[src/rtl/mat_stream_host.sv]
// Streams operand matrices A then B to the accelerator, pulses start, then captures the result stream.
// First operand beat 2 cycles after go, then 1 beat/cycle; a 2-deep prefetch holds the beat while tready is low.
module mat_stream_host #(
    parameter int DIM_LOG    = 2,
    parameter int DIM        = 2**DIM_LOG,
    parameter int SIZE       = DIM*DIM,
    parameter int SIZE_LOG   = 2*DIM_LOG,
    parameter int DATA_WIDTH = 32
) (
    input  logic                      s00_axi_aclk,
    input  logic                      s00_axi_areset,
    input  logic                      cmd_go,
    output logic                      cmd_ready,
    output logic                      done,
    output logic                      err_tlast,
    input  logic                      wr_en,
    input  logic                      wr_sel,
    input  logic [SIZE_LOG-1:0]       wr_addr,
    input  logic [DATA_WIDTH-1:0]     wr_data,
    input  logic [SIZE_LOG-1:0]       rd_addr,
    output logic [DATA_WIDTH-1:0]     rd_data,
    output logic                      m00_axis_tvalid,
    output logic [DATA_WIDTH-1:0]     m00_axis_tdata,
    output logic [DATA_WIDTH/8-1:0]   m00_axis_tstrb,
    output logic                      m00_axis_tlast,
    input  logic                      m00_axis_tready,
    input  logic                      s00_axis_tvalid,
    input  logic [DATA_WIDTH-1:0]     s00_axis_tdata,
    input  logic                      s00_axis_tlast,
    output logic                      s00_axis_tready,
    output logic                      sel,
    output logic                      start
);

    typedef enum logic [2:0] {S_IDLE, S_SEND_A, S_SEND_B, S_START, S_RECV} state_t;

    state_t                  r_state;
    logic [DATA_WIDTH-1:0]   r_mem_a [SIZE];
    logic [DATA_WIDTH-1:0]   r_mem_b [SIZE];
    logic [DATA_WIDTH-1:0]   r_mem_r [SIZE];
    logic [SIZE_LOG:0]       r_fetch_cnt;
    logic                    r_fetch_done;
    logic                    r_pf_vld;
    logic                    r_pf_last;
    logic [DATA_WIDTH-1:0]   r_pf_dat;
    logic                    r_m_vld;
    logic                    r_m_last;
    logic [DATA_WIDTH-1:0]   r_m_dat;
    logic [SIZE_LOG-1:0]     r_recv_addr;
    logic                    r_cmd_rdy;
    logic                    r_done;
    logic                    r_err;
    logic                    r_s_rdy;
    logic                    r_sel;
    logic                    r_start;
    logic [DATA_WIDTH-1:0]   r_rd_data;

    logic                    w_sending;
    logic                    w_m_hs;
    logic                    w_s_hs;
    logic                    w_out_load;
    logic                    w_pf_load;
    logic [SIZE_LOG-1:0]     w_fetch_addr;
    logic [DATA_WIDTH-1:0]   w_fetch_dat;

    // Fetch counter spans both matrices: MSB selects B, low bits are the element address.
    assign w_sending    = (r_state == S_SEND_A) || (r_state == S_SEND_B);
    assign w_m_hs       = r_m_vld && m00_axis_tready;
    assign w_s_hs       = r_s_rdy && s00_axis_tvalid;
    assign w_out_load   = r_pf_vld && (!r_m_vld || m00_axis_tready);
    assign w_pf_load    = w_sending && !r_fetch_done && (!r_pf_vld || w_out_load);
    assign w_fetch_addr = r_fetch_cnt[SIZE_LOG-1:0];
    assign w_fetch_dat  = r_fetch_cnt[SIZE_LOG] ? r_mem_b[w_fetch_addr] : r_mem_a[w_fetch_addr];

    // Buffers are deliberately left out of reset.
    always_ff @(posedge s00_axi_aclk) begin
        if (r_cmd_rdy && wr_en) begin
            if (wr_sel) r_mem_b[wr_addr] <= wr_data;
            else        r_mem_a[wr_addr] <= wr_data;
        end
        if (r_state == S_RECV && w_s_hs) r_mem_r[r_recv_addr] <= s00_axis_tdata;
    end

    always_ff @(posedge s00_axi_aclk) begin
        if (s00_axi_areset) begin
            r_state      <= S_IDLE;
            r_fetch_cnt  <= '0;
            r_fetch_done <= 1'b0;
            r_pf_vld     <= 1'b0;
            r_pf_last    <= 1'b0;
            r_pf_dat     <= '0;
            r_m_vld      <= 1'b0;
            r_m_last     <= 1'b0;
            r_m_dat      <= '0;
            r_recv_addr  <= '0;
            r_cmd_rdy    <= 1'b1;
            r_done       <= 1'b0;
            r_err        <= 1'b0;
            r_s_rdy      <= 1'b0;
            r_sel        <= 1'b0;
            r_start      <= 1'b0;
            r_rd_data    <= '0;
        end else begin
            r_rd_data <= r_mem_r[rd_addr];

            if (w_out_load) begin
                r_m_vld  <= 1'b1;
                r_m_dat  <= r_pf_dat;
                r_m_last <= r_pf_last;
            end else if (w_m_hs) begin
                r_m_vld  <= 1'b0;
            end

            if (w_pf_load) begin
                r_pf_vld    <= 1'b1;
                r_pf_dat    <= w_fetch_dat;
                r_pf_last   <= &w_fetch_addr;
                r_fetch_cnt <= r_fetch_cnt + 1'b1;
                if (&r_fetch_cnt) r_fetch_done <= 1'b1;
            end else if (w_out_load) begin
                r_pf_vld    <= 1'b0;
            end

            case (r_state)
                S_IDLE: begin
                    if (cmd_go) begin
                        r_state      <= S_SEND_A;
                        r_cmd_rdy    <= 1'b0;
                        r_done       <= 1'b0;
                        r_err        <= 1'b0;
                        r_fetch_cnt  <= '0;
                        r_fetch_done <= 1'b0;
                    end
                end
                S_SEND_A: begin
                    if (w_m_hs && r_m_last) begin
                        r_state <= S_SEND_B;
                        r_sel   <= 1'b1;
                    end
                end
                S_SEND_B: begin
                    if (w_m_hs && r_m_last) begin
                        r_state <= S_START;
                        r_start <= 1'b1;
                    end
                end
                S_START: begin
                    r_state     <= S_RECV;
                    r_start     <= 1'b0;
                    r_s_rdy     <= 1'b1;
                    r_recv_addr <= '0;
                end
                S_RECV: begin
                    if (w_s_hs) begin
                        r_recv_addr <= r_recv_addr + 1'b1;
                        // Run ends on tlast or the SIZE-th beat; flag whenever the two disagree.
                        if (s00_axis_tlast || (&r_recv_addr)) begin
                            r_state   <= S_IDLE;
                            r_s_rdy   <= 1'b0;
                            r_sel     <= 1'b0;
                            r_done    <= 1'b1;
                            r_cmd_rdy <= 1'b1;
                            r_err     <= s00_axis_tlast ^ (&r_recv_addr);
                        end
                    end
                end
                default: r_state <= S_IDLE;
            endcase
        end
    end

    assign cmd_ready       = r_cmd_rdy;
    assign done            = r_done;
    assign err_tlast       = r_err;
    assign rd_data         = r_rd_data;
    assign m00_axis_tvalid = r_m_vld;
    assign m00_axis_tdata  = r_m_dat;
    assign m00_axis_tstrb  = {(DATA_WIDTH/8){1'b1}};
    assign m00_axis_tlast  = r_m_last;
    assign s00_axis_tready = r_s_rdy;
    assign sel             = r_sel;
    assign start           = r_start;

endmodule

[config.mk]
export PLATFORM = sky130hd
export DESIGN_NAME = mat_stream_host
export DESIGN_NICKNAME = d
export VERILOG_FILES = /design/src/rtl/mat_stream_host.sv
export SDC_FILE = /design/constraint.sdc
export NUM_CORES = 1
export LEC_CHECK = 0
export BUFFER_PORTS_ARGS = -buffer_cell sky130_fd_sc_hd__buf_2
export CAP_MARGIN = 20
export CORE_UTILIZATION = 55
export DETAILED_ROUTE_END_ITERATION = 10
export GPL_TIMING_DRIVEN = 0
export PLACE_DENSITY = 0.72
export SKIP_LAST_GASP = 1
export SLEW_MARGIN = 0
export SYNTH_ARGS = -nofsm -noshare
export SYNTH_HDL_FRONTEND = slang
export SYNTH_SLANG_ARGS = --single-unit
[constraint.sdc]
create_clock -name s00_axi_aclk -period 6 [get_ports s00_axi_aclk]
set_input_delay 0 -clock s00_axi_aclk [delete_from_list [all_inputs] [get_ports s00_axi_aclk]]
set_output_delay 0 -clock s00_axi_aclk [all_outputs]
set_load 0.03 [all_outputs]
; Word-level counts from Yosys, hierarchy flattened
; Memory sizes are Yosys's and may differ from the RTL's. A register that Yosys moved wholly into a read port is not among the register bits.
; Index checks and enable logic that the tools add are counted.
[totals]
register_bits = 87
ramBits = 1536
inputBits = 80
out_inout_bits = 76
wordCells = 105
memories = 3
[classes]
addsub = 2
eq_ne = 9
n_mux = 43
bitwise = 1
n_reduce_logical = 31
[mem_list]
columns = name, words, word_bits, rd, rd_ports_with_merged_regs, wr, line_no
row1 = r_mem_a, 16, 32, 1, 1, 1, 38  ; logic [DATA_WIDTH-1:0] r_mem_a [SIZE];
row2 = r_mem_b, 16, 32, 1, 1, 1, 39  ; logic [DATA_WIDTH-1:0] r_mem_b [SIZE];
row3 = r_mem_r, 16, 32, 1, 1, 1, 40  ; logic [DATA_WIDTH-1:0] r_mem_r [SIZE];
[op_table]
columns = operator, count
row1 = $mux W32, 1
row2 = $mux W1, 24
row3 = $reduce_and A4 Y1, 4
row4 = $mux W3, 5
row5 = $mux W5, 3
row6 = $pmux W3 S5, 1
row7 = $mux W4, 3
row8 = $reduce_bool A2 Y1, 6
row9 = $pmux W1 S2, 5
row10 = $reduce_and A5 Y1, 2
row11 = $logic_and A1 B1 Y1, 8
row12 = $pmux W4 S2, 1
row13 = $eq A3 B2 Y1 const B, 2
row14 = $ne A2 B1 Y1 const B, 3
row15 = $add A5 B1 Y5 const B, 1
row16 = $add A4 B1 Y4 const B, 1
row17 = $logic_or A1 B1 Y1, 4
row18 = $ne A2 B2 Y1 const B, 2
row19 = $reduce_and A2 Y1, 2
row20 = $eq A3 B1 Y1 const B, 1
row21 = $eq A3 B3 Y1 const B, 1
row22 = $logic_not A1 Y1, 3
row23 = $logic_not A3 Y1, 1
row24 = $reduce_and A3 Y1, 1
row25 = $xor A1 B1 Y1, 1

; Depth between registers and ports, before layout
[logic_depth]
ltp_word = 9
ltp_mapped = 9
ltp_nobuf = 7

; Worst setup path after synthesis
; Ideal clock, no wire load.
[synth_path]
kind = register to register
start = register r_state[0]
end = memory r_mem_r[0][0], enable pin
setup_time_ns = 0.461
arrival_time_ns = 3.641
t_required_ns = 5.539
slack_ns = 1.898
stages_incl_launch_ff = 6
n_path_buf = 1
synth_period_minus_slack_ns = 4.102
cell_sequence = dfxtp_1 clkbuf_1 or3b_2 nor2_1 nand2_1 nor3_1
[synth_via]
elab_chain_len = 4
[synth_rtl]
columns = item, line_no
row1 = start: declaration, 37  ; state_t r_state;
row2 = start signal: assignment, 86  ; r_state <= S_IDLE;
row3 = start signal: assignment, 127  ; r_state <= S_SEND_A;
row4 = start signal: assignment, 137  ; r_state <= S_SEND_B;
row5 = $eq A3 B3 Y1, 81  ; if (r_state == S_RECV && w_s_hs) r_mem_r[r_recv_addr] <= s00_axis_tdata;
row6 = $logic_and A1 B1 Y1, 81
row7 = $mux W1, 81
row8 = $mux W1 (implied by the code), 81
row9 = end: declaration, 40
; Every way passes these cells.

; Worst setup path in the final report
[layout_path]
start = register r_state[0]
end = memory r_mem_r[1][17], enable pin
; The elaborated chain is that of the path after synthesis.

==> impl_results.md <==
* Status: finished, final reports clean
* Fin crit share at 0.570
* Top cells by count, synth: 1,536 x edfxtp_1, 352 x mux4_2, 168 x mux2i_1
* Reg2Reg Capture Point: r_mem_r[1][17]
* Maximum vdd ir drop at 300 uV
* Initial antenna violation count at 5
* Final setup vio count at 0
* Die height at 340 um
* Crit-path slowest cell: nor3_2
* TritonCTS clock tree: yes
* Setup repair after global routing missed its margin: no
* Cell taking the most area after synthesis: edfxtp_1
* Hold WC Path Type: in2reg
* Crit. End Element: flop
* Synthesized instance count at 2,934
* Grt total ovfl at 0
* Detail Route Antenna Nets at 0
* Yosys cell types at 47
* Syn-to-layout area delta at 16.4%
* Psw at 4.91 mW
* Routed wire per std cell at 30.7 um
* Fmax achieved at 0.293 GHz
* Core area at 113,000 um^2
* Buffers on Ports at 146
* Reg2Reg Depth at 8
* Placed Cells at 4,667
* Number of CTS-inserted buffers at 163
* Layout cells sized above 1 at 0.276
* Buf/Inv on CP at 4
* Switching Fraction at 0.207
* Yosys top cell area share at 0.736
* FP Rows at 123
* Sequential area share after synthesis at 0.774
* Vias per cell at 6.39
* Final Non-Filler Cells at 5,044
* Main synth FF type: edfxtp_1
* DRC violations left at 0
* Starting DRT DRC Count at 4,039
* Boundary pin count at 156
* Worst Skew at 0.0267 ns
* Worst setup SP type: flop
* Die area at 115,000 um^2
* Post-Route Utilization at 0.647
* Final Hold Fails at 0
* Largest net degree at the start of global routing at 33
* Synthesized area at 62,700 um^2
* PnR worst setup slack at 2.58 ns
* Internal power at 18.8 mW
* Most common cell in the netlist: edfxtp_1
* Data arrival, critical path at 3.88 ns
* P per Cell Area at 325 nW/um^2
* Combinational fraction of design power at 0.046
* Postcts setup bufs at 0
* Relative slew slack at 0.213
* Cell Chain, Critical Path: clkbuf_1, or3b_2, nor2_1, nand2_1, nor3_2, buf_6, buf_6, buf_6
* Critical Path Most Common Cell: buf_6
* Routed via count at 32,242
* Part of the power in registers at 0.536
* Fin nets at 3,496
* Yosys warnings at 0
* Max Buffers Root-to-Sink at 3
* Syn Area/Cell at 21.4 um^2
* Hold Crit Depth at 3
* N_diodes at 0
* DP HPWL at 101,000 um
* Clk Latency, worst-skew pair at 0.78 ns
* Reg-to-reg startpoint: r_state[0]
* Final GP Congestion at 0.845
* Max Cap Viol at 0
* Leakage power total at 22.9 nW
* CTS Root Cell: clkbuf_16
* Initial Util at 0.556
* Worst EP required at 6.46 ns
* Hold Startpoint: rd_addr[2]
* Crit path largest cell delay at 0.75 ns
* #FFs+latches synth at 1,655
* Synth top area cells: edfxtp_1 74%, mux4_2 13%, dfxtp_1 3.8%
* Initial DRT Pass Iterations at 5
* First-pass GRT wire length at 223,000 um
* Post-synth EDFFs at 1,536
* Fin crit period at 3.42 ns
* Hold_buf cts at 75
* Worst-Margin Slew at 1.18 ns
* CTS resizes at 0
* Clock H-tree levels at 4
* Crit Path Category: reg2reg
* Worst-path clk slew at 0.06 ns
* Place WS at 2.59 ns
* Design Power at 23.7 mW
* Vias in the first global route at 32,768
* Final wirelength at 155,000 um
* Cell family with most CP delay: simple AND/OR/NAND/NOR gates
* Hold Path End: rd_data[1]
* GR Util All Layers at 0.270
* Clock network power share at 0.417
* Die X at 340 um
* Reg2reg setup slack at 2.58 ns
* Crit path max fanout at 10
* Final max-slew violation count at 0
* Sink Count at 1,655
* Ys async rst share at 0
state kept, by name, summed over array words and instances, names as in the netlist, 3 cells and up:
signal          count
r_mem_a           512
r_mem_b           512
r_mem_r           512
r_state             3
r_pf_dat           32
m00_axis_tdata     32
rd_data            32
r_fetch_cnt         5
r_recv_addr         4
worst max-delay path by stage:
stage,startpoint,end,slack (ns),cells after the start
after floorplan,r_state[0],r_mem_r[0][0],1.90,5
after global placement,r_state[0],r_mem_r[0][18],-1.01,5
after detailed placement,r_state[0],r_mem_r[0][19],2.59,8
after CTS,r_state[0],r_mem_r[0][31],2.56,8
after global routing,r_state[0],r_mem_r[0][31],2.39,8
final,r_state[0],r_mem_r[1][17],2.58,8
metal layers:
metal  track usage  share of wire  vias to the layer above
met2         0.430           0.48                     1947
met5             0        0.00026                        -
met1         0.382           0.39                    16900
met3        0.0525           0.10                      277
li1              -              -                    13112
met4        0.0834          0.026                        6
placed cells by master, fill, tap and decap left out, types with 13 or more instances in the layout:
| master | instances |
|---|---|
| buf_2 | 186 |
| a211oi_1 | 25 |
| clkbuf_16 | 168 |
| buf_12 | 26 |
| a32oi_1 | 32 |
| clkinv_2 | 20 |
| and2_1 | 28 |
| clkbuf_1 | 145 |
| edfxtp_1 | 1536 |
| nor2_4 | 36 |
| mux4_2 | 352 |
| dlygate4sd3_1 | 75 |
| clkbuf_8 | 13 |
| dfxtp_1 | 119 |
| mux2i_1 | 168 |
| o311ai_1 | 25 |
| nand2_1 | 119 |
| nor2_1 | 15 |
| clkinv_1 | 20 |
| a22oi_1 | 64 |
| nor2b_1 | 59 |
| buf_6 | 46 |
| mux2_2 | 40 |
| buf_4 | 30 |
| a21oi_1 | 45 |
cell families after synthesis:
kind of cell | Yosys count | share of synthesized area
AO/OA/AOI/OAI | 209 | 0.0243
XOR/XNOR | 6 | 0.000839
adder cells (fa/ha/maj) | 7 | 0.00140
buffers and inverters | 176 | 0.0137
flip-flops | 1655 | 0.774
multiplexers | 560 | 0.161
other | 1 | 0.0000598
AND/OR/NAND/NOR | 320 | 0.0252
worst min-delay path, cell delays in order:
cell and delay [ns]:
clkbuf_2 0.24, mux4_2 0.31, nor2b_1 0.22
power by group through the flow:
stage | Combinational (mW) | Clock, mW | Sequential (mW)
2_1_floorplan | 0.569 | 0 | 13.0
3_3_place_gp | 0.985 | 0 | 13.0
3_5_place_dp | 1.05 | 0 | 13.0
4_1_cts | 1.10 | 9.99 | 12.7
5_1_grt | 1.16 | 10.4 | 12.7
6_report | 1.10 | 9.89 | 12.7
per-stage QoR:
step	TNS (ns)	hold slack (ns)	area, um^2
after floorplan	0	0.0989	62700
after global placement	-190.10	0.347	65300
after detailed placement	0	0.382	67000
after CTS	0	0.0451	72900
after global routing	0	0.101	72900
final	0	0.0790	72900
final cells by class:
type	instances	area [um^2]
tap	1500	1880
clock inverter	60	568
clock buffer	240	4610
inverter	5	18.8
fill	7140	39900
timing repair buffer	307	2870
multi-input combinational	1106	13600
sequential	1655	48500
buffer	171	838
Power figures use the tool's default switching activity.
